### src/rtl/segment_decoder_if.sv
// -----------------------------------------------------------------------------
// segment_decoder_if
// Bundles the scan request, the segment image and the scan results of
// segment_decoder.
//
// Handshake: `start` is a single-cycle request with no ready. It is taken
// only while the decoder is idle (busy == 0, state_dbg == IDLE); a request
// made while busy is dropped, not queued. Each accepted request produces
// exactly one `done` pulse unless reset intervenes. `result` and `error`
// are valid from the `done` cycle and hold until the next `done`.
//
// Signals
//   start      master->slave  scan request
//   segments   master->slave  64-bit display image, display i at [8i+7:8i]
//   busy       slave->master  scan in progress (SCAN and DONE states)
//   done       slave->master  one-cycle completion pulse
//   result     slave->master  decoded digits, nibble i = display i
//   error      slave->master  last scan held an unrecognised pattern
//   state_dbg  slave->master  current FSM state (0 IDLE, 1 SCAN, 2 DONE)
// -----------------------------------------------------------------------------
interface segment_decoder_if;
  logic        start;
  logic [63:0] segments;
  logic        busy;
  logic        done;
  logic [31:0] result;
  logic        error;
  logic [1:0]  state_dbg;

  modport master (
    output start, segments,
    input  busy, done, result, error, state_dbg
  );

  modport slave (
    input  start, segments,
    output busy, done, result, error, state_dbg
  );
endinterface

### src/rtl/segment_decoder.sv
// -----------------------------------------------------------------------------
// segment_decoder
// Decodes the eight-display seven-segment image back into eight 4-bit digit
// codes. A scan snapshots the image on accept, decodes one display per cycle
// into a shadow register, and publishes result/error on entry to DONE so the
// output never shows a partially decoded scan.
//
// Digit codes: 0-9 for digits, 0xA for minus, 0xF for blank, 0xE for an
// unrecognised pattern (which also raises `error`). The dp bit is ignored.
//
// Ports
//   clock  rising-edge clock
//   reset  asynchronous, active-low reset
//   bus    segment_decoder_if.slave (start, segments, busy, done, result,
//          error, state_dbg)
//
// Optional feature: define SEG_DECODER_AUTO_EN to start a scan automatically
// whenever the image differs from the last accepted snapshot while idle.
// -----------------------------------------------------------------------------
module segment_decoder (
  input  logic               clock,
  input  logic               reset,
  segment_decoder_if.slave   bus
);

  typedef enum logic [1:0] {
    IDLE = 2'd0,
    SCAN = 2'd1,
    DONE = 2'd2
  } state_t;

  state_t      state_q, state_d;
  logic [2:0]  index_q;
  logic [63:0] snap_q;
  logic [31:0] shadow_q;
  logic [31:0] result_q;
  logic        err_acc_q;
  logic        error_q;

  logic        trigger;
  logic        accept;
  logic [6:0]  cur_pat;
  logic [3:0]  digit;
  logic        digit_bad;

  // Returns {bad, code}. Only segments g..a are examined.
  function automatic logic [4:0] decode(input logic [6:0] pat);
    logic [4:0] r;
    case (pat)
      7'h3F:   r = 5'h00;
      7'h06:   r = 5'h01;
      7'h5B:   r = 5'h02;
      7'h4F:   r = 5'h03;
      7'h66:   r = 5'h04;
      7'h6D:   r = 5'h05;
      7'h7D:   r = 5'h06;
      7'h07:   r = 5'h07;
      7'h7F:   r = 5'h08;
      7'h6F:   r = 5'h09;
      7'h40:   r = 5'h0A;
      7'h00:   r = 5'h0F;
      default: r = 5'h1E;
    endcase
    return r;
  endfunction

  // The snapshot doubles as the copy of the last accepted image, so the
  // auto-trigger compare needs no extra storage.
`ifdef SEG_DECODER_AUTO_EN
  assign trigger = bus.start | (bus.segments != snap_q);
`else
  assign trigger = bus.start;
`endif

  always_comb begin
    state_d = state_q;
    accept  = 1'b0;
    cur_pat = snap_q[{index_q, 3'b000} +: 7];
    {digit_bad, digit} = decode(cur_pat);
    case (state_q)
      IDLE: begin
        if (trigger) begin
          accept  = 1'b1;
          state_d = SCAN;
        end
      end
      SCAN: begin
        if (index_q == 3'd7) state_d = DONE;
      end
      DONE: begin
        state_d = IDLE;
      end
      default: state_d = IDLE;
    endcase
  end

  always_ff @(posedge clock or negedge reset) begin
    if (!reset) begin
      state_q   <= IDLE;
      index_q   <= 3'd0;
      snap_q    <= 64'd0;
      shadow_q  <= 32'd0;
      result_q  <= 32'd0;
      err_acc_q <= 1'b0;
      error_q   <= 1'b0;
    end else begin
      state_q <= state_d;
      if (accept) begin
        snap_q    <= bus.segments;
        index_q   <= 3'd0;
        err_acc_q <= 1'b0;
      end else if (state_q == SCAN) begin
        shadow_q[{index_q, 2'b00} +: 4] <= digit;
        err_acc_q <= err_acc_q | digit_bad;
        index_q   <= index_q + 3'd1;
        // Last display: publish directly, folding in the digit being
        // written to the shadow on this same edge.
        if (index_q == 3'd7) begin
          result_q <= {digit, shadow_q[27:0]};
          error_q  <= err_acc_q | digit_bad;
        end
      end
    end
  end

  assign bus.busy      = (state_q != IDLE);
  assign bus.done      = (state_q == DONE);
  assign bus.result    = result_q;
  assign bus.error     = error_q;
  assign bus.state_dbg = state_q;

endmodule

### src/flat_wrapper.sv
// flat-port wrapper written by rule: the top's interface ports become plain ports
module segment_decoder_flat 
  (clock, reset, bus_start, bus_segments, bus_busy, bus_done, bus_result, bus_error, bus_state_dbg);
  segment_decoder_if bus_i ();
  input  logic clock;
  input  logic reset;
  input wire logic [$bits(bus_i.start)-1:0] bus_start;
  input wire logic [$bits(bus_i.segments)-1:0] bus_segments;
  output wire logic [$bits(bus_i.busy)-1:0] bus_busy;
  output wire logic [$bits(bus_i.done)-1:0] bus_done;
  output wire logic [$bits(bus_i.result)-1:0] bus_result;
  output wire logic [$bits(bus_i.error)-1:0] bus_error;
  output wire logic [$bits(bus_i.state_dbg)-1:0] bus_state_dbg;
  assign bus_i.start = bus_start;
  assign bus_i.segments = bus_segments;
  assign bus_busy = bus_i.busy;
  assign bus_done = bus_i.done;
  assign bus_result = bus_i.result;
  assign bus_error = bus_i.error;
  assign bus_state_dbg = bus_i.state_dbg;
  segment_decoder u_core (.clock(clock), .reset(reset), .bus(bus_i));
endmodule
### config.mk
export PLATFORM = sky130hd
export DESIGN_NAME = segment_decoder_flat
export DESIGN_NICKNAME = d
export VERILOG_FILES = /design/src/rtl/segment_decoder_if.sv /design/src/rtl/segment_decoder.sv /design/src/flat_wrapper.sv
export SDC_FILE = /design/constraint.sdc
export NUM_CORES = 1
export LEC_CHECK = 0
export ABC_AREA = 1
export CAP_MARGIN = 10
export CORE_MARGIN = 10
export CORE_UTILIZATION = 40
export CTS_BUF_LIST = sky130_fd_sc_hd__clkbuf_8
export DETAILED_ROUTE_END_ITERATION = 7
export PLACE_DENSITY = 0.59
export SLEW_MARGIN = 20
export SYNTH_ARGS = -nofsm -noshare
export SYNTH_HDL_FRONTEND = slang
export SYNTH_SLANG_ARGS = --single-unit
### constraint.sdc
create_clock -name clock -period 3.46 [get_ports clock]
set_clock_uncertainty 0.2 [all_clocks]
set_input_delay 0.692 -clock clock [delete_from_list [all_inputs] [get_ports clock]]
set_output_delay 0.692 -clock clock [all_outputs]
set_load 0.02 [all_outputs]
# Yosys cells after proc, flatten, opt, wreduce, memory -nomap -nowiden

Cells that the tools add are included.

Register bits: 135
Output and inout bits: 37

Add/sub/neg operators: 2
Eq/ne operators: 16
Shift operators: 3
Multiplexer cells: 11
Bitwise operators: 2
Reductions and logical operators: 7

Operators with widths:

| operator                 | count |
|---|---|
| $shiftx A64 B7 Y7        | 1 |
| $pmux W5 S12             | 1 |
| $eq A7 B7 Y1 const B     | 8 |
| $bwmux W32               | 1 |
| $shift A4 B7 Y32 const A | 1 |
| $shiftx A4 B7 Y32        | 1 |
| $eq A7 B3 Y1 const B     | 2 |
| $eq A7 B6 Y1 const B     | 1 |
| $logic_not A7 Y1         | 1 |
| $neg A5 Y7               | 1 |
| $mux W3                  | 2 |
| $mux W1                  | 4 |
| $mux W2                  | 2 |
| $ne A2 B2 Y1 const B     | 2 |
| $pmux W2 S2              | 1 |
| $reduce_and A2 Y1        | 2 |
| $reduce_bool A2 Y1       | 2 |
| $add A3 B1 Y3 const B    | 1 |
| $eq A3 B3 Y1 const B     | 1 |
| $reduce_and A3 Y1        | 1 |
| $eq A2 B1 Y1 const B     | 1 |
| $eq A2 B2 Y1 const B     | 1 |
| $logic_not A2 Y1         | 1 |
| $not A1 Y1               | 1 |
| $or A1 B1 Y1             | 1 |

# Longest topological paths before layout

Word-level depth: 6
Depth in mapped cells: 16
Gate-level depth less buffers: 15

# Worst setup path after synthesis

Ideal clock, no wire load.

Path type: reg-to-reg
Start point: reg u_core.index_q[0]
End point: reg u_core.shadow_q[10]
Data arrival time: 2329 ps
Data required time: 3103 ps
Path slack: 774 ps
Cell stages (with the launch flop): 9
Buffers on the path: 2
Clock period less this slack: 2686 ps
Path through: dfrtp_1 -> inv_2 -> buf_2 -> buf_2 -> ha_1 -> ha_1 -> inv_1 -> nor4_1 -> a21oi_1

Longest elaborated chain between the ends: 5
Elaborated cells between the ends (all ways): 18
Those cells by class: add/sub (1); eq/ne (11); shift (3); mux (2); reduce/logical (1)

Ends and longest elaborated chain:

| element                                    | RTL line               | text |
|---|---|---|
| start, declared                            | segment_decoder.sv:33  | `logic [2:0] index_q;` |
| start signal, assigned                     | segment_decoder.sv:115 | `index_q <= index_q + 3'd1;` |
| $shiftx A64 B7 Y7                          | segment_decoder.sv:78  | `cur_pat = snap_q[{index_q, 3'b000} +: 7];` |
| $eq A7 B7 Y1, or another cell as far along | segment_decoder.sv:49  | `case (pat)` |
| $pmux W5 S12                               | segment_decoder.sv:49  |  |
| $shiftx A4 B7 Y32                          | segment_decoder.sv:113 | `shadow_q[{index_q, 2'b00} +: 4] <= digit;` |
| $bwmux W32 (*)                             | segment_decoder.sv:113 |  |
| end signal, assigned by index              | segment_decoder.sv:113 |  |
| end, declared                              | segment_decoder.sv:35  | `logic [31:0] shadow_q;` |

Every way passes the cells marked *; elsewhere a longest branch is shown, timed or not.
A chain may end at the register's enable or synchronous reset.

# Worst setup path after layout

Start point: reg u_core.index_q[0]
End point: reg u_core.shadow_q[23]

Same word-level chain as after synthesis.

==> run metrics <==
reg2reg start=u_core.index_q[0]; # setup viols final=0; CP Capture Type=flop; slew margin rel.=0.512; fin nets=882; synth cell count leaders=198 x nand2_1, 123 x dfrtp_1, 83 x nor2_1; DRC Markers=0; diode count=0; vias per cell=4.76; CP max stage cell=inv_2; layout cells sized above 1=0.121; clk root buf=clkbuf_8; Tmin final=about 2.8 ns; initial core utilization=0.408; Layout Cells excl Fill=1005; Tcrit/Tclk final=0.814; status=finished clean; Post-synth EDFFs=0; flops & latches, synth=123; CTS tree=built; H-tree depth=4; hold crit path type=in -> async; post-DR wirelength/cell=14.0 µm; Num CTS Buffers=17; worst path required time=~3.6 ns; Ports=104; PwrDens=968 nW/µm²; initial DRC count=244; Final Core Density=0.510; Leak Pwr=3.67 nW; routed wire length=roughly 14000 µm; Mapped Area=between 5000 and 6000 µm²; routability cong.=0.818; largest net degree at the start of global routing=slightly above 70; ys flop type=dfrtp_1; Congestion Overflow GR=0; CP arrival=2.99 ns; setup tns final=0 ns; Mapped Cells=approximately 710; DRT Pass-1 Iters=4; row count=44; Post-CTS Hold Fix Bufs=0; post-CTS resize count=0; synth-to-layout area growth=25.2%; Worst-Margin Slew=between 0.7 and 0.8 ns; Synth cell types=34; vias in the first global route=4789; ys async rst share=1.00; CP Launch Point=u_core.index_q[0]; die height=between 100 and 150 µm; CP max FO=40; antenna violations before repair=0; final hold vios=0; synth warn=0; Critical Path Max Stage Delay=0.54 ns; post-synth top area share=0.520; critical path launch point type=flop; clk_lat worst skew=0.45 ns; max-slew violations=0; clock buffer depth=2; FMAX=355 MHz; top-count cell post-synth=nand2_1; WS Path Type=reg -> reg; # Post-CTS Setup Buffers=0; Via Count=~4800; GRT Total Usage=0.146; global-route wire length before repair=23900 µm; worst-path cell chain=inv_2 > nand2_1 > nand3_1 > nand2_1 > nand2_1 > nand2_1 > nand2_2 > nor2_2 > nand2_2 > nand2_2 > nor2_2 > nand3_4 > nand2_4 > nand4_2 > a21oi_1; die span in x=142 µm; syn_area_per_cell=slightly above 8 µm²; hpwl dp=slightly above 10000 µm; ranking of synthesized cells by area=dfrtp_1 52%, nand2_1 13%, a21oi_1 5.9%, nor2_1 5.3%, inv_1 4.4%; Max-Cap Viols=0; Die ar.=20100 µm²; CTS clk-pin slew, worst paths=0.08 ns; clk sinks=123; input/output buffers=95; Cells after DPL=973; Antenna Nets Post-Route=0; most frequent CP cell=nand2_1; syn nets=788; RSZ-0062 raised after global routing=no; CORE AREA=about 15000 µm²; sequential fraction of the synthesis area=0.520; worst vdd ir=0.000324 V; top cell type by total area after synthesis=dfrtp_1
[stage by stage]
step	hold WS, ns	area [µm²]	total power [mW]	setup slack (ns)
after floorplan	0.196	5920	4.96	0.774
after global placement	0.253	7020	5.92	0.707
after detailed placement	0.258	7020	6.02	0.643
after CTS	0.110	7420	7.27	0.615
after global routing	0.131	7420	7.80	0.340
final	0.0956	7420	7.18	0.645
[sequential cells by signal, summed over array words and instances, names as in the netlist]
name and cells:
u_core.shadow_q 28, u_core.snap_q 56, u_core.bus.error 1, u_core.bus.state_dbg 2, u_core.index_q 3, u_core.err_acc_q 1, u_core.bus.result 32
[per-layer routing]
metal  wire, µm  vias up  part of all wire  track usage
li1           -     2445                 -            -
met1       6840     2233              0.48        0.190
met2       6420       91              0.46        0.221
met3        688       12             0.049       0.0484
met4        148        0             0.010       0.0484
met5          0        -                 0            0
[cell families after synthesis]
group                    after synthesis  share of synthesized area
AO/OA/AOI/OAI                         91                     0.0796
adder cells (fa/ha/maj)                7                     0.0148
buffers and inverters                107                     0.0798
flip-flops                           123                      0.520
multiplexers                           9                     0.0171
AND/OR/NAND/NOR                      377                      0.289
[path summary, 6_finish.rpt]
path | to | slack (ns) | cells after the start
max | u_core.shadow_q[23] | 0.64 | 15
min | u_core.snap_q[49] | 0.1 | 1
max reg2reg | u_core.shadow_q[23] | 0.64 | 15
min reg2reg | u_core.bus.result[16] | 0.27 | 2
max in group asynchronous | u_core.bus.state_dbg[0] | 2.13 | 2
min in group clock | u_core.bus.result[16] | 0.27 | 2
[layout make-up]
class,instances,area [µm²]
clock buffer,22,303
clock inverter,10,90.1
fill,1444,7120
inverter,75,284
multi-input combinational,484,2380
sequential,123,3080
tap,184,230
timing repair buffer,107,1050
[report_power, final]
part	switching (mW)	internal, mW
Clock	0.573	0.659
Sequential	0.330	2.10
Combinational	2.21	1.31
Total	3.12	4.06
[worst max-delay path: cells and delay by family (launching register included)]
kind                   cells  cell delay [ns]
AOI/OAI and AO/OA          1             0.19
buffers and inverters      1             0.54
DFF                        1             0.39
and+or+nand+nor           13             1.42
[cell usage in the layout (no fill, tap or decap), types with 2 or more instances in the layout]
cell type,n
a21oi_1,70
buf_4,12
clkbuf_8,22
clkdlybuf4s50_1,94
clkinv_1,2
clkinv_2,4
clkinv_4,2
clkinvlp_4,3
dfrtp_1,123
ha_1,7
inv_1,69
inv_2,3
mux2_2,9
nand2_1,197
nand2_2,12
nand2_4,5
nand3_1,45
nand3_2,4
nand4_1,7
nand4_2,6
nor2_1,83
nor2_2,6
nor3_1,2
nor3_2,2
nor4_1,4
o21ai_0,16
o21ai_1,2
Power figures use the tool's default switching activity.
